File: config.mk
export PLATFORM = sky130hd
export DESIGN_NAME = skid_pipe_reg
export DESIGN_NICKNAME = d
export VERILOG_FILES = /design/src/rtl/pipe_pkg.sv /design/src/rtl/pipe_entry.sv /design/src/rtl/skid_pipe_reg.sv
export SDC_FILE = /design/constraint.sdc
export NUM_CORES = 1
export LEC_CHECK = 0
export ABC_CLOCK_PERIOD_IN_PS = 1900
export BUFFER_PORTS_ARGS = -buffer_cell sky130_fd_sc_hd__buf_2
export CAP_MARGIN = 20
export CORE_UTILIZATION = 39
export CTS_CLUSTER_DIAMETER = 150
export DETAILED_ROUTE_END_ITERATION = 10
export PLACE_DENSITY = 0.83
export SYNTH_ARGS = -nofsm -noshare
export SYNTH_HDL_FRONTEND = slang
export SYNTH_SLANG_ARGS = --single-unit
File: constraint.sdc
create_clock -name clk -period 1.9 [get_ports clk]
set_input_delay 0.19 -clock clk [delete_from_list [all_inputs] [get_ports clk]]
set_output_delay 0.19 -clock clk [all_outputs]
set_load 0.005 [all_outputs]
File: src/rtl/pipe_pkg.sv
// Shared constants for the fetch/decode pipeline register: payload width,
// default stall-counter width and the occupancy state encoding.
package pipe_pkg;

    localparam int IF_ID_DATA_W  = 75;
    localparam int DEFAULT_CNT_W = 16;

    localparam logic [1:0] OCC_EMPTY = 2'd0;
    localparam logic [1:0] OCC_ONE   = 2'd1;
    localparam logic [1:0] OCC_FULL  = 2'd2;

    function automatic logic [1:0] occ_encode(input logic main_v, input logic skid_v);
        if (skid_v)
            return OCC_FULL;
        else if (main_v)
            return OCC_ONE;
        else
            return OCC_EMPTY;
    endfunction

endpackage

File: src/rtl/pipe_entry.sv
// One pipeline slot: a valid bit plus payload register with clear, load and
// drop. Payload is zeroed whenever the slot goes empty so nothing stale leaks.
module pipe_entry #(
    parameter int DATA_W = 75
) (
    input  logic              clk,
    input  logic              clr,
    input  logic              load,
    input  logic              drop,
    input  logic [DATA_W-1:0] d,
    output logic              valid,
    output logic [DATA_W-1:0] q
);

    always_ff @(posedge clk) begin
        if (clr) begin
            valid <= 1'b0;
            q     <= '0;
        end else if (load) begin
            valid <= 1'b1;
            q     <= d;
        end else if (drop) begin
            valid <= 1'b0;
            q     <= '0;
        end
    end

endmodule

File: src/rtl/skid_pipe_reg.sv
// Valid/ready pipeline register with stall counter. Define SKID_PIPE_SKID_EN
// for the two-entry build whose in_ready comes straight from a flop.
//
// Handshake: a beat moves on an edge where valid=1, ready=1 and flush=0;
// the producer holds valid and data steady until that edge.
module skid_pipe_reg
    import pipe_pkg::*;
#(
    parameter int DATA_W = IF_ID_DATA_W,
    parameter int CNT_W  = DEFAULT_CNT_W
) (
    input  logic              clk,
    input  logic              rst,
    input  logic              flush,
    input  logic              in_valid,
    output logic              in_ready,
    input  logic [DATA_W-1:0] in_data,
    output logic              out_valid,
    input  logic              out_ready,
    output logic [DATA_W-1:0] out_data,
    output logic [CNT_W-1:0]  stall_cnt,
    output logic [1:0]        occ_state
);

    logic              accept;
    logic              consume;
    logic              clr;
    logic              main_valid;
    logic [DATA_W-1:0] main_data;
    logic              main_load;
    logic              main_drop;
    logic [DATA_W-1:0] main_d;

    assign clr       = rst | flush;
    assign accept    = in_valid & in_ready & ~flush;
    assign consume   = main_valid & out_ready & ~flush;
    assign out_valid = main_valid;
    assign out_data  = main_data;

`ifdef SKID_PIPE_SKID_EN
    logic              skid_valid;
    logic [DATA_W-1:0] skid_data;
    logic              skid_load;
    logic              skid_drop;
    logic              skid_nxt;
    logic              ready_q;

    // Skid entry always advances into main first, so order is preserved.
    always_comb begin
        main_load = 1'b0;
        main_drop = 1'b0;
        skid_load = 1'b0;
        skid_drop = 1'b0;
        main_d    = in_data;
        if (skid_valid && consume) begin
            main_load = 1'b1;
            main_d    = skid_data;
            skid_drop = 1'b1;
        end else if (accept && (!main_valid || consume)) begin
            main_load = 1'b1;
        end else if (accept) begin
            skid_load = 1'b1;
        end else if (consume) begin
            main_drop = 1'b1;
        end
    end

    assign skid_nxt = ~flush & (skid_load | (skid_valid & ~skid_drop));

    always_ff @(posedge clk) begin
        if (rst)
            ready_q <= 1'b1;
        else
            ready_q <= ~skid_nxt;
    end

    assign in_ready = ready_q & ~rst;

    pipe_entry #(.DATA_W(DATA_W)) u_skid (
        .clk   (clk),
        .clr   (clr),
        .load  (skid_load),
        .drop  (skid_drop),
        .d     (in_data),
        .valid (skid_valid),
        .q     (skid_data)
    );

    assign occ_state = occ_encode(main_valid, skid_valid);
`else
    assign main_load = accept;
    assign main_drop = consume & ~accept;
    assign main_d    = in_data;
    assign in_ready  = ~rst & (~main_valid | out_ready);
    assign occ_state = occ_encode(main_valid, 1'b0);
`endif

    pipe_entry #(.DATA_W(DATA_W)) u_main (
        .clk   (clk),
        .clr   (clr),
        .load  (main_load),
        .drop  (main_drop),
        .d     (main_d),
        .valid (main_valid),
        .q     (main_data)
    );

    // The flush cycle is not counted as a stall: its entry is being discarded.
    always_ff @(posedge clk) begin
        if (rst)
            stall_cnt <= '0;
        else if (main_valid && !out_ready && !flush && stall_cnt != {CNT_W{1'b1}})
            stall_cnt <= stall_cnt + 1'b1;
    end

endmodule
==> summary by stage <==
Global routing
The via count of the first global-routing pass is 3,149. The wire length of the first global-routing pass is 14.06 mm. Global routing consumed, over all layers together, 19.69% of the routing resources.

The pin count of the biggest net entering global routing is 49. The number of antenna violations at the first check in global routing came to 0. Global routing finished with a remaining overflow of 0.

Clock tree
The TritonCTS clock tree is done. After clock tree synthesis, the clock-pin slew on the worst setup and hold paths is 0.10 ns. The clock reaches the later pin of the worst-skew pair after 0.35 ns. Hold repair after CTS inserted 0 buffers. The number of clock buffers added by TritonCTS is 9. The clock passes through at most 2 buffers. The root buffer cell is sky130_fd_sc_hd__clkbuf_8. CTS built an H-tree with a depth of 3.

The number of clock sinks is 92. In this run the post-CTS setup repair buffer count came out at 0.

Critical path
The critical register-to-register path startpoint is u_main.valid. The setup path with the least slack is of type reg -> reg. The worst setup path is launched from a flip-flop. The startpoint of the worst setup timing path is u_main.valid. The worst setup path is captured at a flip-flop. Along the worst path, the maximum fanout reaches 7. The endpoint required time on the critical path is 2.14 ns. Data arrives at the worst endpoint at 2.11 ns.

Detailed routing
Detailed routing inserted a total of 3,393 vias. The routed wirelength normalized by instance count is 14.65 µm. For this run, the detailed router's first-pass iteration total came to 5. For this block, the initial DRC count from the detailed router was 160.

The via count normalized by instance count is 5.269. In the routed design, unresolved DRC markers number 0. The total detailed-routing wirelength is 9.435 mm. The number of nets still failing antenna checks after routing is 0.

Logic synthesis
The number of enable flip-flop cells after synthesis is 0. The flop and latch count out of synthesis is 92. The number of synthesis warnings is 0. The total standard cell area after synthesis is 0.003358 mm². The share of async-settable or async-resettable flops after synthesis is 0%.

Counting every instance in the synthesized netlist gives 362. For this run, the leading register cell type out of synthesis is sky130_fd_sc_hd__dfxtp_1. The post-synth net total is 443.

The post-synthesis sequential area ratio is 54.84%. Averaged over all synthesized cells, the footprint is 9.277 µm². Yosys mapped the design onto 36 distinct sky130hd cell types.

STA
The share of the clock period used by the worst path is 98.53%. The relative slew slack is 62.11%. The count of endpoints failing hold in the final timing report is 0. The max-slew violation total from the final report is 0. The worst clock skew on the final layout is 0.008498 ns. Timing would allow up to 534.1 MHz. Setup repair after global routing could not meet its margin everywhere. The final critical path time including I/O delays and setup is 1.872 ns. The final setup violation count is 0.

For the pin with the worst max-slew slack, the measured transition is 0.5658 ns.

Outcome
The flow ran to the end, and the final reports show no timing, DRC or antenna violations.

Floorplanning
175 I/O pins were placed. The floorplan step defined a die boundary enclosing 0.008986 mm². The height of the chip is 94.80 µm. The effective utilization at floorplan is 40.67%. The core region is 0.008258 mm². The standard-cell row count is 33. The die boundary width is 94.80 µm.

Power
The total power consumption of the routed design is 0.003706 W. The clock power share is 35.4%. The proportion of power drawn by flip-flops and latches is 54.3%. IR analysis of the VDD net gives a maximum drop of 0.4771 mV. Internal power comes to 0.002785 W. Dividing total power by cell area gives a power density of 792.6 mW/mm². The switching part of the total power is 24.85%. The leakage power figure is 2.209 nW.

The reported net switching power is 0.0009210 W. The share of total power in combinational logic is 10.3%.

Worst hold path
The min-delay analysis places its worst path in the category in -> reg. In this run the most critical hold path is launched from in_data[17].

Finish
The repair_antennas step left the layout with diodes totalling 0. The synthesis-to-layout area growth is 39.23%. In the final layout, the share of cells above drive strength 1 is 42.12%. The final non-filler cell area is 0.004676 mm². The number of nets in the layout is 615.

Placement
The placed wire-length estimate is 6.512 mm. The congestion estimate from routability-driven global placement came to 0.8240. The total cell area at the placement stage is 0.004423 mm². The count of input and output buffers is 173.

Run
Across the run, the number of max-cap violations was 0.
-- cells in the mapped netlist (3+ instances only) --
library cell / number / area (µm²)
sky130_fd_sc_hd__nand3_1: 6 / 30.03
sky130_fd_sc_hd__nand2_1: 7 / 26.28
sky130_fd_sc_hd__or4_1: 5 / 37.54
sky130_fd_sc_hd__a21oi_1: 11 / 55.05
sky130_fd_sc_hd__clkbuf_1: 28 / 105.1
sky130_fd_sc_hd__dfxtp_1: 92 / 1842
sky130_fd_sc_hd__nor2_1: 83 / 311.6
sky130_fd_sc_hd__o31ai_1: 6 / 45.04
sky130_fd_sc_hd__nand4_1: 5 / 31.28
sky130_fd_sc_hd__nor2b_1: 5 / 31.28
sky130_fd_sc_hd__nor4_1: 3 / 18.77
sky130_fd_sc_hd__a22oi_1: 75 / 563.0
sky130_fd_sc_hd__or3_1: 6 / 37.54
sky130_fd_sc_hd__o21ai_0: 5 / 25.02
-- layer usage --
layer / global-route usage (%) / vias to the layer above / share of wire [%]
met5: 0 / - / 0
met4: 5.682 / 0 / 0.43
met3: 6.763 / 4 / 7.0
met2: 33.57 / 123 / 50
met1: 23.32 / 1621 / 42
li1: - / 1645 / -
-- cell usage in the layout, fill, tap and decap left out, types with 2 or more instances in the layout --
master                     instances
sky130_fd_sc_hd__mux2_2            2
sky130_fd_sc_hd__nor2b_2           2
sky130_fd_sc_hd__o21ai_0           5
sky130_fd_sc_hd__clkinv_2          2
sky130_fd_sc_hd__a21oi_1          10
sky130_fd_sc_hd__buf_4            16
sky130_fd_sc_hd__nor4_4            2
sky130_fd_sc_hd__dfxtp_2           2
sky130_fd_sc_hd__nor2_1           83
sky130_fd_sc_hd__o31ai_1           6
sky130_fd_sc_hd__a22oi_1          75
sky130_fd_sc_hd__or3_1             5
sky130_fd_sc_hd__or2_2             2
sky130_fd_sc_hd__inv_6             2
sky130_fd_sc_hd__nand4_1           5
sky130_fd_sc_hd__nor2b_1           3
sky130_fd_sc_hd__nand2_1           7
sky130_fd_sc_hd__or4_1             4
sky130_fd_sc_hd__dfxtp_1          90
sky130_fd_sc_hd__buf_12            3
sky130_fd_sc_hd__nand3_1           6
sky130_fd_sc_hd__clkbuf_8          9
sky130_fd_sc_hd__buf_2           173
-- cell type report --
class,instances,area (µm²)
flip-flops and latches,92,1844
multi-input cells,238,1453
fillers,751,3582
clock inverters,7,73.82
clock buffers,9,123.9
inverters,1,3.754
well taps,105,131.4
repair buffers,192,1046
-- flip-flops by register name, indices dropped and copies added (netlist names) --
signal / cells
stall_cnt: 16
u_main.q: 75
u_main.valid: 1
-- cells by family after synthesis --
logic type                 share of synthesized area [%]
and+or+nand+nor                                    18.18
xor gates and xnor gates                          0.2609
muxes                                              1.304
other                                             0.1117
DFF                                                54.84
buffers and inverters                              3.949
AOI/OAI and AO/OA                                  20.98
adders and majority gates                         0.3725
-- power groups by stage --
stage          combinational [W]  clock, W  sequential, W
2_1_floorplan           0.000180         0        0.00206
3_3_place_gp            0.000362         0        0.00205
3_5_place_dp            0.000379         0        0.00206
4_1_cts                 0.000379   0.00135        0.00201
5_1_grt                 0.000425   0.00142        0.00202
6_report                0.000382   0.00131        0.00201
-- worst max-delay path: stages, from the launching register on --
cell and delay (ns):
sky130_fd_sc_hd__dfxtp_2 0.34, sky130_fd_sc_hd__or3b_4 0.37, sky130_fd_sc_hd__or3_4 0.45, sky130_fd_sc_hd__nor4_4 0.28, sky130_fd_sc_hd__mux2_4 0.33
-- stage by stage --
stage          utilization, %  setup TNS, ns  setup WS (ns)  instances  hold slack [ns]
2_1_floorplan               -              0       0.005850        362           0.3105
3_3_place_gp            53.56              0        0.05471        627           0.4221
3_5_place_dp            53.56              0        0.01432        627           0.4320
4_1_cts                 55.95              0       0.009723        643          0.05248
5_1_grt                 56.62       -0.04427       -0.02633        644          0.05076
6_report                56.62              0        0.02786        644          0.07276
-- final timing paths --
| kind | endpoint | slack, ns | cells past startpoint |
|---|---|---|---|
| max | stall_cnt[15] | 0.03 | 4 |
| min | u_main.q[17] | 0.07 | 3 |
| max reg2reg | stall_cnt[15] | 0.03 | 4 |
| min reg2reg | u_main.q[47] | 0.51 | 2 |
-- repair_timing --
action | 4_1_cts | 5_1_grt
endpoints found under the hold margin | 0 | 0
gates resized for setup | 0 | 10
endpoints found under the setup margin | 0 | 56
(Power assumes the default switching activity.)
